File: src/rtl/fetch_unit_pkg.sv
// Shared definitions for the instruction-fetch stage: widths, reset PC, PC step,
// FSM state encoding and the PC adder helper.
package fetch_unit_pkg;

    localparam int unsigned     XLEN             = 64;
    localparam int unsigned     ILEN             = 32;
    localparam int unsigned     FQ_DEPTH         = 4;
    localparam logic [64-1:0]   RESET_PC_DEFAULT = 64'h0;
    localparam logic [64-1:0]   PC_STEP          = 64'd4;

    typedef enum logic [0:0] {
        ST_FETCH = 1'b0,
        ST_FLUSH = 1'b1
    } fetch_state_e;

    // Generate/propagate adder used for the sequential PC step; wraps modulo 2^XLEN.
    function automatic logic [XLEN-1:0] pc_add(input logic [XLEN-1:0] a, input logic [XLEN-1:0] b);
        logic [XLEN-1:0] g;
        logic [XLEN-1:0] p;
        logic [XLEN-1:0] c;
        g    = a & b;
        p    = a ^ b;
        c    = '0;
        for (int i = 0; i < int'(XLEN) - 1; i++) begin
            c[i+1] = g[i] | (p[i] & c[i]);
        end
        return p ^ c;
    endfunction

endpackage

File: src/rtl/fetch_unit_if.sv
// Fetch-stage bus bundle: redirect input, instruction-memory request/response
// channel and the decode-side valid/ready channel.
interface fetch_unit_if;
    import fetch_unit_pkg::*;

    logic            redirect_valid;
    logic [XLEN-1:0] redirect_pc;
    logic            req_valid;
    logic            req_ready;
    logic [XLEN-1:0] req_addr;
    logic            resp_valid;
    logic [ILEN-1:0] resp_data;
    logic            out_valid;
    logic            out_ready;
    logic [ILEN-1:0] out_instr;
    logic [XLEN-1:0] out_pc;

    modport master (
        input  redirect_valid, redirect_pc, req_ready, resp_valid, resp_data, out_ready,
        output req_valid, req_addr, out_valid, out_instr, out_pc
    );

    modport slave (
        output redirect_valid, redirect_pc, req_ready, resp_valid, resp_data, out_ready,
        input  req_valid, req_addr, out_valid, out_instr, out_pc
    );

endinterface

File: src/rtl/fetch_unit_checker.sv
// Simulation-time protocol and bookkeeping checks for fetch_unit.
module fetch_unit_checker #(
    parameter int unsigned CW = 3
) (
    input logic          clk,
    input logic          rst_n,
    input logic          resp_valid,
    input logic          iq_full,
    input logic          iq_push,
    input logic          iq_pop,
    input logic          pq_full,
    input logic          pq_push,
    input logic          pq_empty,
    input logic [CW-1:0] outstanding,
    input logic [CW-1:0] drop_cnt,
    input logic [CW-1:0] pq_count
);
    a_resp_needs_outstanding: assert property (@(posedge clk) disable iff (!rst_n)
        resp_valid |-> (outstanding != '0));
    a_iq_no_overflow: assert property (@(posedge clk) disable iff (!rst_n)
        (iq_full && iq_push) |-> iq_pop);
    a_pq_no_overflow: assert property (@(posedge clk) disable iff (!rst_n)
        pq_full |-> !pq_push);
    a_pq_tracks_live: assert property (@(posedge clk) disable iff (!rst_n)
        pq_count == CW'(outstanding - drop_cnt));
    a_live_resp_has_pc: assert property (@(posedge clk) disable iff (!rst_n)
        (resp_valid && (drop_cnt == '0)) |-> !pq_empty);
endmodule

File: src/rtl/fetch_unit_queue.sv
// fetch_queue: circular FIFO with push/pop/flush and occupancy count. A push into a
// full queue is accepted when a pop happens in the same cycle.
module fetch_queue #(
    parameter int unsigned WIDTH = 8,
    parameter int unsigned DEPTH = 4
) (
    input  logic                     clk,
    input  logic                     rst_n,
    input  logic                     flush,
    input  logic                     push,
    input  logic [WIDTH-1:0]         wdata,
    input  logic                     pop,
    output logic [WIDTH-1:0]         rdata,
    output logic                     full,
    output logic                     empty,
    output logic [$clog2(DEPTH):0]   count
);
    localparam int unsigned    AW       = $clog2(DEPTH);
    localparam logic [AW:0]    FULL_CNT = (AW+1)'(DEPTH);

    logic [WIDTH-1:0] mem_q [DEPTH];
    logic [AW-1:0]    wr_ptr_q, wr_ptr_d;
    logic [AW-1:0]    rd_ptr_q, rd_ptr_d;
    logic [AW:0]      count_q, count_d;
    logic             do_push_s, do_pop_s;

    // Qualify handshakes and compute next pointers/occupancy.
    always_comb begin
        do_pop_s  = pop && (count_q != '0) && !flush;
        do_push_s = push && !flush && ((count_q != FULL_CNT) || do_pop_s);
        wr_ptr_d  = wr_ptr_q;
        rd_ptr_d  = rd_ptr_q;
        count_d   = count_q;
        if (flush) begin
            wr_ptr_d = '0;
            rd_ptr_d = '0;
            count_d  = '0;
        end else begin
            if (do_push_s) begin
                wr_ptr_d = wr_ptr_q + 1'b1;
            end else begin
                wr_ptr_d = wr_ptr_q;
            end
            if (do_pop_s) begin
                rd_ptr_d = rd_ptr_q + 1'b1;
            end else begin
                rd_ptr_d = rd_ptr_q;
            end
            count_d = count_q + {{AW{1'b0}}, do_push_s} - {{AW{1'b0}}, do_pop_s};
        end
    end

    // Pointer and occupancy registers.
    always_ff @(posedge clk or negedge rst_n) begin
        if (!rst_n) begin
            wr_ptr_q <= '0;
            rd_ptr_q <= '0;
            count_q  <= '0;
        end else begin
            wr_ptr_q <= wr_ptr_d;
            rd_ptr_q <= rd_ptr_d;
            count_q  <= count_d;
        end
    end

    // Entry storage; contents are don't-care while the slot is unoccupied.
    always_ff @(posedge clk) begin
        if (do_push_s) begin
            mem_q[wr_ptr_q] <= wdata;
        end
    end

    assign rdata = mem_q[rd_ptr_q];
    assign full  = (count_q == FULL_CNT);
    assign empty = (count_q == '0);
    assign count = count_q;

endmodule

File: src/rtl/fetch_unit.sv
// Instruction-fetch stage: PC register, credit-limited imem requests, instruction queue
// and redirect flush. Optional stall counter enabled by defining FETCH_STALL_CNT_EN.
module fetch_unit
    import fetch_unit_pkg::*;
#(
    parameter int unsigned     DEPTH    = FQ_DEPTH,
    parameter logic [XLEN-1:0] RESET_PC = RESET_PC_DEFAULT
) (
    input  logic          clk,
    input  logic          reset,
    fetch_unit_if.master  bus
`ifdef FETCH_STALL_CNT_EN
    ,
    output logic [31:0]   stall_count
`endif
);
    localparam int unsigned   CW       = $clog2(DEPTH) + 1;
    localparam int unsigned   EW       = XLEN + ILEN;
    localparam logic [CW:0]   CRED_LIM = (CW+1)'(DEPTH);

    fetch_state_e    state_q, state_d;
    logic [XLEN-1:0] pc_q, pc_d;
    logic [CW-1:0]   outstanding_q, outstanding_d;
    logic [CW-1:0]   drop_cnt_q, drop_cnt_d;

    logic [CW-1:0]   iq_count_s, pq_count_s;
    logic            iq_full_s, iq_empty_s, pq_full_s, pq_empty_s;
    logic            iq_push_s, iq_pop_s, pq_push_s, pq_pop_s;
    logic [EW-1:0]   iq_wdata_s, iq_rdata_s;
    logic [XLEN-1:0] pq_rdata_s;
    logic            req_valid_s, req_fire_s, live_resp_s;

    // Requests, queue controls, PC, outstanding/drop bookkeeping and next state.
    always_comb begin
        // reset is active low; requests are held off while it is asserted
        req_valid_s = reset && (state_q == ST_FETCH) && !bus.redirect_valid
                      && (({1'b0, iq_count_s} + {1'b0, outstanding_q}) < CRED_LIM);
        req_fire_s  = req_valid_s && bus.req_ready;
        live_resp_s = bus.resp_valid && (drop_cnt_q == '0) && !bus.redirect_valid;
        pq_push_s   = req_fire_s;
        pq_pop_s    = live_resp_s;
        iq_push_s   = live_resp_s;
        iq_pop_s    = !iq_empty_s && bus.out_ready && !bus.redirect_valid;
        iq_wdata_s  = {pq_rdata_s, bus.resp_data};

        outstanding_d = outstanding_q + {{(CW-1){1'b0}}, req_fire_s}
                                      - {{(CW-1){1'b0}}, bus.resp_valid};

        if (bus.redirect_valid) begin
            // every response still owed except one arriving right now is stale
            drop_cnt_d = outstanding_q - {{(CW-1){1'b0}}, bus.resp_valid};
            pc_d       = bus.redirect_pc & ~64'h3;
        end else if (req_fire_s) begin
            drop_cnt_d = drop_cnt_q;
            pc_d       = pc_add(pc_q, PC_STEP);
        end else begin
            drop_cnt_d = (bus.resp_valid && (drop_cnt_q != '0)) ? drop_cnt_q - 1'b1 : drop_cnt_q;
            pc_d       = pc_q;
        end

        case (state_q)
            ST_FETCH: state_d = (bus.redirect_valid && (drop_cnt_d != '0)) ? ST_FLUSH : ST_FETCH;
            ST_FLUSH: state_d = (drop_cnt_d == '0) ? ST_FETCH : ST_FLUSH;
            default:  state_d = ST_FETCH;
        endcase
    end

    // State, PC and in-flight counters.
    always_ff @(posedge clk or negedge reset) begin
        if (!reset) begin
            state_q       <= ST_FETCH;
            pc_q          <= RESET_PC;
            outstanding_q <= '0;
            drop_cnt_q    <= '0;
        end else begin
            state_q       <= state_d;
            pc_q          <= pc_d;
            outstanding_q <= outstanding_d;
            drop_cnt_q    <= drop_cnt_d;
        end
    end

    fetch_queue #(.WIDTH(EW), .DEPTH(DEPTH)) u_instr_q (
        .clk   (clk),
        .rst_n (reset),
        .flush (bus.redirect_valid),
        .push  (iq_push_s),
        .wdata (iq_wdata_s),
        .pop   (iq_pop_s),
        .rdata (iq_rdata_s),
        .full  (iq_full_s),
        .empty (iq_empty_s),
        .count (iq_count_s)
    );

    fetch_queue #(.WIDTH(XLEN), .DEPTH(DEPTH)) u_pc_fifo (
        .clk   (clk),
        .rst_n (reset),
        .flush (bus.redirect_valid),
        .push  (pq_push_s),
        .wdata (pc_q),
        .pop   (pq_pop_s),
        .rdata (pq_rdata_s),
        .full  (pq_full_s),
        .empty (pq_empty_s),
        .count (pq_count_s)
    );

    assign bus.req_valid = req_valid_s;
    assign bus.req_addr  = pc_q;
    assign bus.out_valid = !iq_empty_s;
    assign bus.out_pc    = iq_empty_s ? '0 : iq_rdata_s[EW-1:ILEN];
    assign bus.out_instr = iq_empty_s ? '0 : iq_rdata_s[ILEN-1:0];

`ifdef FETCH_STALL_CNT_EN
    logic [31:0] stall_cnt_q, stall_cnt_d;

    // Count cycles decode is starved while fetching normally; saturate at all-ones.
    always_comb begin
        if (iq_empty_s && (state_q == ST_FETCH) && (stall_cnt_q != 32'hFFFF_FFFF)) begin
            stall_cnt_d = stall_cnt_q + 32'd1;
        end else begin
            stall_cnt_d = stall_cnt_q;
        end
    end

    // Stall counter register.
    always_ff @(posedge clk or negedge reset) begin
        if (!reset) begin
            stall_cnt_q <= 32'd0;
        end else begin
            stall_cnt_q <= stall_cnt_d;
        end
    end

    assign stall_count = stall_cnt_q;
`endif

    fetch_unit_checker #(.CW(CW)) u_checker (
        .clk         (clk),
        .rst_n       (reset),
        .resp_valid  (bus.resp_valid),
        .iq_full     (iq_full_s),
        .iq_push     (iq_push_s),
        .iq_pop      (iq_pop_s),
        .pq_full     (pq_full_s),
        .pq_push     (pq_push_s),
        .pq_empty    (pq_empty_s),
        .outstanding (outstanding_q),
        .drop_cnt    (drop_cnt_q),
        .pq_count    (pq_count_s)
    );

endmodule

File: src/flat_wrapper.sv
// flat-port wrapper written by rule: the top's interface ports become plain ports
module fetch_unit_flat import fetch_unit_pkg::*;
#(
    parameter int unsigned     DEPTH    = FQ_DEPTH,
    parameter logic [XLEN-1:0] RESET_PC = RESET_PC_DEFAULT
)
  (clk, reset, bus_redirect_valid, bus_redirect_pc, bus_req_ready, bus_resp_valid, bus_resp_data, bus_out_ready, bus_req_valid, bus_req_addr, bus_out_valid, bus_out_instr, bus_out_pc);
  fetch_unit_if bus_i ();
  input  logic clk;
  input  logic reset;
  input wire logic [$bits(bus_i.redirect_valid)-1:0] bus_redirect_valid;
  input wire logic [$bits(bus_i.redirect_pc)-1:0] bus_redirect_pc;
  input wire logic [$bits(bus_i.req_ready)-1:0] bus_req_ready;
  input wire logic [$bits(bus_i.resp_valid)-1:0] bus_resp_valid;
  input wire logic [$bits(bus_i.resp_data)-1:0] bus_resp_data;
  input wire logic [$bits(bus_i.out_ready)-1:0] bus_out_ready;
  output wire logic [$bits(bus_i.req_valid)-1:0] bus_req_valid;
  output wire logic [$bits(bus_i.req_addr)-1:0] bus_req_addr;
  output wire logic [$bits(bus_i.out_valid)-1:0] bus_out_valid;
  output wire logic [$bits(bus_i.out_instr)-1:0] bus_out_instr;
  output wire logic [$bits(bus_i.out_pc)-1:0] bus_out_pc;
  assign bus_i.redirect_valid = bus_redirect_valid;
  assign bus_i.redirect_pc = bus_redirect_pc;
  assign bus_i.req_ready = bus_req_ready;
  assign bus_i.resp_valid = bus_resp_valid;
  assign bus_i.resp_data = bus_resp_data;
  assign bus_i.out_ready = bus_out_ready;
  assign bus_req_valid = bus_i.req_valid;
  assign bus_req_addr = bus_i.req_addr;
  assign bus_out_valid = bus_i.out_valid;
  assign bus_out_instr = bus_i.out_instr;
  assign bus_out_pc = bus_i.out_pc;
  fetch_unit #(.DEPTH(DEPTH), .RESET_PC(RESET_PC)) u_core (.clk(clk), .reset(reset), .bus(bus_i));
endmodule
File: config.mk
export PLATFORM = sky130hd
export DESIGN_NAME = fetch_unit_flat
export DESIGN_NICKNAME = d
export VERILOG_FILES = /design/src/rtl/fetch_unit_pkg.sv /design/src/rtl/fetch_unit_if.sv /design/src/rtl/fetch_unit_checker.sv /design/src/rtl/fetch_unit_queue.sv /design/src/rtl/fetch_unit.sv /design/src/flat_wrapper.sv
export SDC_FILE = /design/constraint.sdc
export NUM_CORES = 1
export LEC_CHECK = 0
export ABC_CLOCK_PERIOD_IN_PS = 15060
export BUFFER_PORTS_ARGS = -buffer_cell sky130_fd_sc_hd__buf_2
export CAP_MARGIN = 15
export CORE_MARGIN = 2
export CORE_UTILIZATION = 40
export DETAILED_ROUTE_END_ITERATION = 10
export PLACE_DENSITY = 0.68
export SLEW_MARGIN = 10
export SYNTH_ARGS = -nofsm -noshare
export SYNTH_HDL_FRONTEND = slang
export SYNTH_SLANG_ARGS = --single-unit
File: constraint.sdc
create_clock -name clk -period 15.06 [get_ports clk]
set_clock_uncertainty 0.05 [all_clocks]
set_input_delay 1.506 -clock clk [delete_from_list [all_inputs] [get_ports clk]]
set_output_delay 1.506 -clock clk [all_outputs]
set_load 0.01 [all_outputs]
# After elaboration in Yosys (flattened, before gate mapping)
# Memories as Yosys holds them, arrays and structs flattened.
# Cells that the tools add are included.
# classes
add_sub_neg	13
n_lt_le_gt_ge	1
eq_ne	2
n_mux	24
bitwise_logic	63
n_reduce_logical	34
# op_table
operator	count
64-bit two-way mux	3
64-bit bitwise XOR	1
1-bit bitwise AND	60
32-bit two-way mux	1
1-bit logical AND	18
2-bit two-way mux	8
3-bit two-way mux	5
3-bit nonzero test	4
3-bit by 1-bit subtractor with 3-bit output	4
2-bit nonzero test	5
3-bit by 1-bit adder with 3-bit output	3
3-bit logical NOT	3
2-bit by 1-bit adder with 2-bit output, second input constant	4
1-bit two-way mux	6
3-bit inequality test, second input constant	2
3-bit by 3-bit adder with 4-bit output	1
4-bit by 3-bit < comparator with 1-bit output, second input constant	1
3-bit by 1-bit subtractor with 3-bit output, second input constant	1
1-bit logical NOT	2
1-bit logical OR	2
1-bit NOT	2
1-bit case mux with 2 select lines	1
# word_totals
reg_bits	85
mem_bits_rw	640
input_bits	102
out_inout_bits	162
memories	2
# mem_list
name	depth	width	read_ports	rd_clocked_by_memory_dff	wr	line	rtl
u_core.u_instr_q.mem_q	4	96	1	0	1	fetch_unit_queue.sv:21	logic [WIDTH-1:0] mem_q [DEPTH];
u_core.u_pc_fifo.mem_q	4	64	1	0	1	fetch_unit_queue.sv:21	

# Longest topological paths before layout
# Gate-level depths: netlist of run 1.
# logic_depth
depth_word	63
ltp_mapped	63
depth_no_buf	63

# Modules after synthesis
# A second synthesis of run 1 with hierarchy kept.
# unflattened
hier_cells	1418
hier_area_um2	28775.1
# modules_own_cells
module	instances	cells_per_inst	area_per_inst_um2	seq_area_each_um2
fetch_queue at u_core.u_instr_q	1	547	14298.7	11706.2
fetch_queue at u_core.u_pc_fifo	1	380	9719.3	7862.5
fetch_unit	1	491	4757.1	1726.7

# Worst setup path after synthesis of run 1
# Ideal clock, no wire load.
# synth_path
path_kind	flip-flop to flip-flop
from	reg u_core.pc_q[2], in the netlist u_core.bus.req_addr[2]
to	reg u_core.pc_q[62], in the netlist u_core.bus.req_addr[62]
arrival_ns	11.042
t_required_ns	14.878
slack_ns	3.836
stages_incl_launch_ff	63
n_path_buf	0
period_less_slack_ns	11.224
cell_sequence	dfrtp_1 ha_1 ha_1 ha_1 ha_1 ha_1 ha_1 ha_1 ha_1 ha_1 ha_1 ha_1 ha_1 ha_1 ha_1 ha_1 ha_1 ha_1 (+27 left out) ha_1 ha_1 ha_1 ha_1 ha_1 ha_1 ha_1 ha_1 ha_1 ha_1 ha_1 ha_1 ha_1 ha_1 ha_1 ha_1 mux2i_1 o21ai_1
# synth_via
elab_chain_cells	62
# synth_lines
item	line	rtl
start, declared	fetch_unit.sv:22	logic [XLEN-1:0] pc_q, pc_d;
start signal, assigned	fetch_unit.sv:77	pc_q <= pc_d;
1-bit bitwise AND (59 in series)	fetch_unit_pkg.sv:25	c[i+1] = g[i] | (p[i] & c[i]);
64-bit bitwise XOR	fetch_unit_pkg.sv:27	return p ^ c;
64-bit two-way mux	fetch_unit.sv:53	end else if (req_fire_s) begin
64-bit two-way mux	fetch_unit.sv:49	if (bus.redirect_valid) begin
# No other way between the ends. The select of a mux whose other input is x is not followed.
# A chain may end at the register's enable or synchronous reset.

# Worst setup path after layout of run 1
# layout_path
from	reg u_core.pc_q[2], in the netlist u_core.bus.req_addr[2]
to	reg u_core.pc_q[63], in the netlist u_core.bus.req_addr[63]
# layout_via
elab_chain_cells	63
# layout_lines
item	line
1-bit bitwise AND (60 in series)	fetch_unit_pkg.sv:25
64-bit bitwise XOR	fetch_unit_pkg.sv:27
64-bit two-way mux	fetch_unit.sv:53
64-bit two-way mux	fetch_unit.sv:49
# No other way between the ends. The select of a mux whose other input is x is not followed.

==> impl.org, run 1 <==
** Route
- The detail route stage leaves a number of antenna-violating nets equal to 0.
- The pre-antenna-repair detailed-routing pass consisted of 5 iterations.
- Post-detailed-route DRC marker count :: 0
- After detailed routing, the number of vias per cell comes to 5.067.
- Initial detailed-routing violation count :: around 840
- In the final routed layout, each cell accounts on average for around 22 µm.
- Routed wire length :: between 50000 and 60000 µm
- Routed via count :: 13530

** Finish
- Area added between synthesis and finish :: 17.23%
- In the final layout, the share of cells above drive strength 1 is about 32%.
- Most common cell after layout, fill and taps aside :: sky130_fd_sc_hd__edfxtp_1
- The net count of the finished layout is between 1500 and 2000.
- In the layout the commonest cells are sky130_fd_sc_hd__edfxtp_1, sky130_fd_sc_hd__buf_2, sky130_fd_sc_hd__mux4_2.
- Antenna diode count :: 0
- Fraction of the core area covered by cells at the end of the flow :: between 40% and 50%
- The filler cells instantiated in the layout total slightly below 6000.

** STA
- In the post-route analysis, the smallest setup slack over all paths is 2.945 ns.
- Setup violations remaining at the end of the flow were counted as 0.
- Final min period :: 12.12 ns
- Slew Limit Fails :: 0
- At the pin with the least slew margin, the transition time is 1.130 ns.
- In the finished design, the share of the clock period the worst path needs comes to 80.45%.
- After routing, the total negative slack on setup checks comes to 0 ns.
- Top achievable clock speed :: approximately 83 MHz
- Setup repair after global routing missed its margin :: false
- Relative slew slack :: 24.70%
- The number of failing hold endpoints at the final stage is 0.

** Placed design
- At the placement stage, the worst setup path has a slack of a little under 3 ns.
- Weighted congestion at the end of routability-driven global placement :: 0.7447
- Half-perimeter wire length after detailed placement :: approximately 35000 µm
- Count of buffers inserted at the top-level ports :: about 260

** Worst setup path
- Kind of end point of the critical path :: register
- For this run, the slowest stage of the critical path takes around 0.45 ns.
- Length in cells of the worst reg-to-reg path :: 63
- The critical path in this run is classified as reg -> reg.
- Setup crit start kind :: register
- Data arrives at the worst endpoint at approximately 13 ns.
- Crit-path max FO :: 7
- Worst-case register-to-register setup slack :: about 2.9 ns
- For the worst setup path, the data required time is between 15 and 20 ns.
- The endpoint identified for the worst register-to-register timing path is u_core.bus.req_addr[63]$_DFFE_PN0N_.
- Startpoint of the most critical register-to-register path :: u_core.bus.req_addr[2]$_DFFE_PN0N_
- On the critical path, the stage with the largest delay is an instance of sky130_fd_sc_hd__dfrtp_1.
- Critical Path Most Common Cell :: sky130_fd_sc_hd__ha_1

** Hold path
- Class of the tightest hold or removal check :: reg -> reg
- In this run the most critical hold path is launched from u_core.state_q$_DFF_PN0_.
- Along the worst hold path, the cell count comes to 1.
- Endpoint with the worst hold slack :: u_core.state_q$_DFF_PN0_

** Job
- Max-cap violations in this run came to 0.

** Yosys
- Of all cell types, the one taking the most synthesized area is sky130_fd_sc_hd__edfxtp_1.
- Synthesis produced roughly 1400 cells.
- Synth cell types :: 38
- Dividing the synthesized area by the synthesized cell count gives just over 20 µm².
- In this run, synthesis produced a sequential element count of 707.
- Count of warnings emitted by yosys :: 0
- Synth Cell Area :: 28040 µm²
- The synthesized design devotes to its leading area cell type ~67% of total area.
- For this run, the register share of the synthesized area comes to about three quarters.
- Yosys attributes the largest share of cell area to sky130_fd_sc_hd__edfxtp_1, sky130_fd_sc_hd__mux4_2, sky130_fd_sc_hd__dfrtp_1.

** Power and ir drop
- Worst VDD drop :: about 0.081 mV
- Power density of the placed cells :: around 160 nW/µm²
- P_leak :: approximately 12 nW

** Clocking
- The number of setup buffers added after CTS is 0.
- Number of buffers created by CTS :: 75
- Count of hold buffers inserted by post-cts repair :: 0
- The tree is rooted in a sky130_fd_sc_hd__clkbuf_16.
- Number of clock sinks :: 707
- Post-CTS resize count :: 0
- Clock latency on the worst-skew pair, taken at its later pin, is about 0.62 ns.
- TritonCTS built the clock tree.
- CTS built an H-tree with a depth of 3.
- Clock slew at the register clock pins of the worst setup and hold paths :: ~0.06 ns
- Number of buffers on the longest clock path :: 3

** Global routing
- The via count of the first global-routing pass was ~15000.
- Largest net degree at the start of global routing :: about 100
- The first global-routing pass estimated between 80000 and 90000 µm of wire.
- All-Layer GR Usage :: 16.46%
- The initial antenna violation count was 6.
- Summed over all layers, the global routing overflow is 0.

** Floorplan
- about 260 I/O pins were placed.
- Die Span Y :: 268.8 µm
- Starting density of the core :: about two fifths
- The die is approximately 270 µm wide.
- The die covers approximately 72000 µm².
- Std-Cell Rows :: 97
- In this run the standard cell core region covers between 60000 and 70000 µm².

** Status
- The flow ran to the end, and the final reports show no timing, DRC or antenna violations.
[report_power, final]
part           switching [W]  leakage, nW  internal, W
combinational       0.000526         4.09     0.000416
sequential         0.0000842         6.65      0.00223
clock               0.000761         1.25      0.00113
[registers in the layout (all words and copies together), names as in the netlist]
signal                     count
u_core.state_q                 1
u_core.drop_cnt_q              3
u_core.u_instr_q.rd_ptr_q      2
u_core.u_pc_fifo.count         3
u_core.u_instr_q.mem_q       376
u_core.outstanding_q           3
u_core.u_instr_q.wr_ptr_q      2
u_core.u_pc_fifo.wr_ptr_q      2
u_core.bus.req_addr           62
u_core.u_instr_q.count         3
u_core.u_pc_fifo.rd_ptr_q      2
u_core.u_pc_fifo.mem_q       248
[synth_stat cells (all sizes together)]
library cell / number
edfxtp: 624
mux4: 156
and2: 102
dfrtp: 83
ha: 80
nand2: 69
o21ai: 64
mux2i: 62
buf: 37
clkbuf: 37
inv: 21
nor2: 11
xnor2: 8
nor2b: 6
xor2: 5
a21oi: 3
fa: 3
nand2b: 3
nand3: 2
nor3: 2
or3: 2
a21boi: 1
a221oi: 1
a31oi: 1
and3: 1
conb: 1
nand4: 1
nand4b: 1
nand4bb: 1
nor4: 1
nor4b: 1
o221ai: 1
o311ai: 1
o31ai: 1
o32a: 1
[how the worst max path moves through the flow]
stage,start,endpoint,cells past startpoint
after floorplan,u_core.bus.req_addr[2]$_DFFE_PN0N_,u_core.bus.req_addr[62]$_DFFE_PN0N_,62
after global placement,u_core.bus.req_addr[2]$_DFFE_PN0N_,u_core.bus.req_addr[63]$_DFFE_PN0N_,63
after detailed placement,u_core.bus.req_addr[2]$_DFFE_PN0N_,u_core.bus.req_addr[62]$_DFFE_PN0N_,62
after CTS,u_core.bus.req_addr[2]$_DFFE_PN0N_,u_core.bus.req_addr[62]$_DFFE_PN0N_,62
after global routing,u_core.bus.req_addr[2]$_DFFE_PN0N_,u_core.bus.req_addr[63]$_DFFE_PN0N_,63
final,u_core.bus.req_addr[2]$_DFFE_PN0N_,u_core.bus.req_addr[63]$_DFFE_PN0N_,63
[per-layer routing]
layer | GRT usage [%] | routed length (µm) | up-vias
met4 | 6.186 | 1626 | 8
met2 | 28.77 | 30350 | 262
li1 | - | - | 6084
met1 | 20.42 | 24350 | 7080
met3 | 3.014 | 2412 | 100
met5 | 0 | 49 | -
[metrics by stage]
step / hold WS (ns) / total power [W] / std cells / cell area, µm²
after global routing: 0.5026 / 0.005364 / 2671 / 32870
after floorplan: 0.4069 / 0.002922 / 1397 / 28050
after CTS: 0.4839 / 0.005224 / 2671 / 32870
after detailed placement: 0.4701 / 0.003325 / 2533 / 30320
after global placement: 0.4424 / 0.003299 / 2533 / 30320
final: 0.4777 / 0.005145 / 2671 / 32870
[kinds of logic (layout without fill, tap and decap cells)]
group	Yosys count	after routing	synth area share (%)
AOI/OAI and AO/OA	74	74	1.477
xor gates and xnor gates	13	13	0.4060
adders and majority gates	83	83	3.784
buffers and inverters	95	429	1.499
DFF	707	707	74.22
muxes	218	218	14.74
other	1	4	0.01337
and+or+nand+nor	203	203	3.855
[cell type report]
class	count	area, µm²	share of cell area [%]
clock buffers	92	1951	5.934
repair buffers	270	1389	4.225
inverters	21	78.83	0.2398
well taps	940	1176	3.578
flip-flops and latches	707	20830	63.36
clock inverters	46	605.6	1.842
multi-input cells	595	6844	20.82
[critical path, delay by kind of cell, from the launching register on]
kind,cells,cell delay [ns]
AOI/OAI and AO/OA,1,0.07
xor gates and xnor gates,1,0.15
adders and majority gates,60,11.11
and+or+nand+nor,1,0.07
DFF,1,0.45
No activity file was read; power rests on OpenSTA's default activity.
==> inputs of run 2 (changes only) <==
- ABC_AREA: default -> 1
- ABC_CLOCK_PERIOD_IN_PS: 15060 -> 10600
- PLACE_DENSITY: 0.68 -> 0.7
- clock period: 15.06 -> 10.6 ns (I/O delays scaled with it)
==> run 2 against run 1 <==
Against the previous run:
- sequential share of layout area down 1.9 points
- design area up 3.1%
- die area up 1.8%
- first-iteration DRC count up 87%
- worst setup slack worse by 2.8 ns
- clock power up 35%
- global-route usage up 2.0 points
- worst hold slack worse by 0.16 ns
- flip-flop and latch count unchanged
- total power up 42%
- wire length up 18%
- cell count up 31%
- critical path type unchanged
- critical endpoint unchanged
==> impl.org, run 2 <==
** STA
- Final min period :: 10.41 ns (was 12.12 ns)
- Accumulated negative setup slack :: 0 ns (unchanged)
- # setup viols final :: 0 (unchanged)
- The final period utilization is 98.17% (was 80.45%).
- Hold_ws :: 0.3183 ns (was 0.4777 ns)
- The number of failing hold endpoints at the final stage was 0 (unchanged).
- The maximum clock frequency was 96.09 MHz (was 82.54 MHz).
- The max-slew headroom at the worst pin is 32.93% (was 24.70%).
- Slew Limit Fails :: 0 (unchanged)
- The actual transition at the worst max-transition pin came to 1.006 ns (was 1.130 ns).

** Yosys
- The fraction of registers with async set or reset after synthesis came to 11.74% (unchanged).
- The mean area per synthesized cell came to 12.45 µm² (was 20.12 µm²).
- Count of warnings emitted by yosys :: 0 (unchanged)
- The count of distinct cell types in the synthesized netlist is 33 (was 38).
- The largest area contributor in the netlist was sky130_fd_sc_hd__edfxtp_1 (unchanged).
- The share of synthesized area occupied by flip-flops and latches is 72.92% (was 74.22%).
- The gate count of the mapped netlist came to 2292 (was 1394).
- Ranking of synthesized cells by instance count: sky130_fd_sc_hd__edfxtp_1, sky130_fd_sc_hd__nor2_1, sky130_fd_sc_hd__o21ai_0 (was sky130_fd_sc_hd__edfxtp_1, sky130_fd_sc_hd__mux4_2, sky130_fd_sc_hd__and2_1).
- The number of enable-type register cells in the synthesized netlist was 624 (unchanged).
- Leading post-synthesis cells by cell area :: sky130_fd_sc_hd__edfxtp_1, sky130_fd_sc_hd__nor2_1, sky130_fd_sc_hd__dfrtp_1 (was sky130_fd_sc_hd__edfxtp_1, sky130_fd_sc_hd__mux4_2, sky130_fd_sc_hd__dfrtp_1)
- Number of synthesized register bits :: 707 (unchanged)
- Synth Cell Area :: 28540 µm² (was 28040 µm²)
- The commonest register cell after synthesis is sky130_fd_sc_hd__edfxtp_1 (unchanged).
- The most used standard cell by instance count after synthesis is sky130_fd_sc_hd__edfxtp_1 (unchanged).
- The area share of the largest cell type after synthesis is 65.64% (was 66.82%).

** Power and ir drop
- The power density normalized to cell area was 216.1 nW/µm² (was 156.5 nW/µm²).
- The share of total power in combinational logic is 19.2% (was 18.3%).
- Net switching power :: 0.002147 W (was 0.001372 W)
- Fraction of power spent switching nets :: 29.32% (was 26.67%)
- The worst voltage drop across the vdd grid came to 0.1346 mV (was 0.08066 mV).
- Overall power :: 0.007322 W (was 0.005145 W)
- The internal power came to 0.005175 W (was 0.003773 W).
- The leakage power is 12.19 nW (was 11.99 nW).
- The sequential share of power came to 46.0% (was 45.0%).
- Clock network fraction of total power :: 34.8% (was 36.7%)

** Global routing
- The most utilized layer in the global route result is met2 (unchanged).
- Wire length of the first global-routing pass :: 105200 µm (was 88210 µm)
- Total congestion overflow after global routing :: 0 (unchanged)
- The initial antenna violation count is 1 (was 6).
- The overall global routing resource usage is 18.48% (was 16.46%).
- Number of global-route vias before repair :: 18150 (was 14680)
- Met2 Usage GRT :: 30.09% (was 28.77%)
- The pin count of the biggest net entering global routing was 100 (was 98).
- The global routing usage on met1 is 25.05% (was 20.42%).
- Met3 Resource Use GR :: 3.866% (was 3.014%)

** Route
- The overall via count from detail_route is 18470 (was 13530).
- Post-detailed-route DRC marker count :: 0 (unchanged)
- Routed wire length :: 69460 µm (was 58800 µm)
- Avg WL per Cell :: 19.78 µm (was 22.01 µm)
- Drt via density :: 5.261 (was 5.067)
- Final antenna-violating net count :: 0 (unchanged)
- The number of iterations in the first detailed-routing pass is 5 (unchanged).
- Initial detailed-routing violation count :: 1578 (was 843)

** Finish
- Register with the most flip-flops :: u_core.u_instr_q.mem_q (unchanged)
- The number of flip-flops under the largest register name is 376 (unchanged).
- The fraction of the core area covered by cells at the end of the flow was 48.14% (was 47.19%).
- Filler cell count in the final layout :: 5976 (was 5822)
- Most common cell after layout, fill and taps aside :: sky130_fd_sc_hd__edfxtp_1 (unchanged)
- Area of combinational cells with multiple inputs :: 7741 µm² (was 6844 µm²)
- The post-layout net count is 2701 (was 1855).
- Area added between synthesis and finish :: 18.71% (was 17.23%)
- Most used cells in the layout excluding fill and tap cells: sky130_fd_sc_hd__edfxtp_1, sky130_fd_sc_hd__nor2_1, sky130_fd_sc_hd__o21ai_0 (was sky130_fd_sc_hd__edfxtp_1, sky130_fd_sc_hd__buf_2, sky130_fd_sc_hd__mux4_2).
- Fraction of layout instances using a drive strength above 1 :: 18.86% (was 32.24%)
- Antenna diode count :: 0 (unchanged)
- The sequential standard cell area came to 20830 µm² (about the same).
- Area of all placed cells without fillers :: 33890 µm² (was 32870 µm²)

** Placed design
- The final HPWL from detailed placement was 40310 µm (was 34600 µm).
- Weighted congestion at the end of routability-driven global placement :: 0.7967 (was 0.7447)
- The quantity of I/O buffers inserted on ports came to 257 (unchanged).
- Standard cell area after detailed placement :: 30840 µm² (was 30320 µm²)

** Worst setup path
- The type of destination of the critical path was a register (unchanged).
- Setup crit start kind :: register (unchanged)
- The maximum fanout along the worst path was 2 (was 7).
- The worst path required time came to 11.08 ns (was 15.47 ns).
- The cell type of the slowest stage on the worst timing path is sky130_fd_sc_hd__dfrtp_1 (unchanged).
- Kind of critical path :: reg -> reg (unchanged)
- The cell seen most often among critical-path stages is sky130_fd_sc_hd__ha_4 (was sky130_fd_sc_hd__ha_1).
- The arrival time reported for the critical path endpoint is 10.89 ns (was 12.52 ns).
- The maximum cell stage delay along the critical path is 0.41 ns (was 0.45 ns).

** Floorplan
- The core region area came to 70390 µm² (was 69660 µm²).
- Count of boundary I/O pins :: 264 (unchanged)
- Starting density of the core :: 40.55% (was 40.25%)
- Die Span Y :: 271.1 µm (was 268.8 µm)
- The placement row count is 97 (unchanged).
- Die X :: 271.1 µm (was 268.8 µm)
- Die area :: 73510 µm² (was 72240 µm²)

** Clocking
- The register clock-pin slew on the reported worst setup and hold paths is 0.06 ns (about the same).
- The CTS H-tree depth is 3 (unchanged).
- The clock sink total came to 707 (unchanged).
- Number of buffers created by CTS :: 72 (was 75)
- The later-pin clock latency in the skew report came to 0.60 ns (was 0.62 ns).
- CTS Root Buffer Type :: sky130_fd_sc_hd__clkbuf_16 (unchanged)
- CTS tree :: done (unchanged)
- Number of buffers on the longest clock path :: 3 (unchanged)

** Hold path
- The classification of the worst-slack hold path is in -> async (was reg -> reg).

** Job
- The total of max-cap violations came to 0 (unchanged).

** Status
- Outcome: completed (unchanged).
==> run 2: cell types whose count changed in the layout (fill, tap and decap cells not counted), moves of 25 or more <==
cell,previous run,this run
sky130_fd_sc_hd__ha_1,80,20
sky130_fd_sc_hd__o21ai_0,0,314
sky130_fd_sc_hd__o21ai_1,64,11
sky130_fd_sc_hd__o22ai_1,0,62
sky130_fd_sc_hd__inv_1,20,45
sky130_fd_sc_hd__nor2_1,11,574
sky130_fd_sc_hd__mux4_2,156,0
sky130_fd_sc_hd__a21oi_1,3,101
sky130_fd_sc_hd__nand2_1,69,147
sky130_fd_sc_hd__ha_4,0,60
sky130_fd_sc_hd__a31oi_1,0,60
sky130_fd_sc_hd__and2_1,94,0
sky130_fd_sc_hd__mux2i_1,62,1
==> run 2: worst paths after layout <==
path | start | endpoint | slack, ns | cells past startpoint
setup reg to reg | u_core.bus.req_addr[3]$_DFFE_PN0N_ | u_core.bus.req_addr[63]$_DFFE_PN0N_ | 0.19 | 63
min in group clk | u_core.u_instr_q.wr_ptr_q[1]$_DFFE_PN0P_ | u_core.u_instr_q.wr_ptr_q[1]$_DFFE_PN0P_ | 0.52 | 2
hold / removal | reset | u_core.bus.req_addr[41]$_DFFE_PN0N_ | 0.32 | 1
setup / recovery | u_core.bus.req_addr[3]$_DFFE_PN0N_ | u_core.bus.req_addr[63]$_DFFE_PN0N_ | 0.19 | 63
max in group asynchronous | reset | u_core.u_pc_fifo.rd_ptr_q[0]$_DFFE_PN0P_ | 8.89 | 2
hold reg to reg | u_core.u_instr_q.wr_ptr_q[1]$_DFFE_PN0P_ | u_core.u_instr_q.wr_ptr_q[1]$_DFFE_PN0P_ | 0.52 | 2
==> run 2: metrics by stage <==
| stage | instances | setup WS, ns |
|---|---|---|
| 2_1_floorplan | 2295 | 0.003117 |
| 3_3_place_gp | 3381 | -0.6249 |
| 3_5_place_dp | 3381 | -0.6922 |
| 4_1_cts | 3511 | 0.01171 |
| 5_1_grt | 3511 | -0.05492 |
| 6_report | 3511 | 0.1935 |
==> run 2: cells by family (layout without fill, tap and decap cells) <==
| logic type | after synthesis | after routing | synth area share, % |
|---|---|---|---|
| compound gates | 549 | 549 | 10.17 |
| xor+xnor | 5 | 5 | 0.1534 |
| fa+ha+maj | 83 | 83 | 3.717 |
| mux | 1 | 1 | 0.03507 |
| simple gates | 750 | 750 | 10.09 |
| buf+inv | 196 | 472 | 2.893 |
| flops | 707 | 707 | 72.92 |
| other cells | 1 | 4 | 0.01314 |
==> run 2: timing repair <==
| action | 4_1_cts | 5_1_grt |
|---|---|---|
| endpoints found under the setup margin | 6 | 3 |
| endpoints found under the hold margin | 0 | 0 |
| hold buffers | 0 | 0 |
| setup buffers | 1 | 0 |
| gates cloned | 0 | 0 |
| pin swaps | 1 | 2 |
| resized for setup | 54 | 26 |
==> run 2: power groups by stage <==
| stage | sequential (W) | clock (W) | combinational [W] |
|---|---|---|---|
| floorplan | 0.00336 | 0 | 0.000823 |
| global placement | 0.00338 | 0 | 0.00136 |
| detailed placement | 0.00340 | 0 | 0.00140 |
| finish | 0.00336 | 0.00255 | 0.00141 |
| CTS | 0.00336 | 0.00260 | 0.00141 |
| global route | 0.00338 | 0.00271 | 0.00157 |
==> run 2: worst max-delay path: cells and delay by family (launching register included) <==
family / cells / cell delay [ns]
fa+ha+maj: 60 / 9.44
flops: 1 / 0.41
compound gates: 3 / 0.39
==> run 2: cell type report <==
cell class / instances / area share [%]
Timing Repair Buffer: 292 / 4.579
Sequential cell: 707 / 61.47
Clock buffer: 96 / 5.915
Tap cell: 940 / 3.471
Clock inverter: 33 / 1.137
Inverter: 51 / 0.5871
Multi-Input combinational cell: 1392 / 22.85
==> run 2: layer usage <==
metal  wire, µm  up-vias  part of all wire (%)
li1           -     8613                     -
met3       5265      104                   7.6
met4       1554        2                   2.2
met5          7        -                 0.010
met2      32860      654                    47
met1      29770     9098                    43
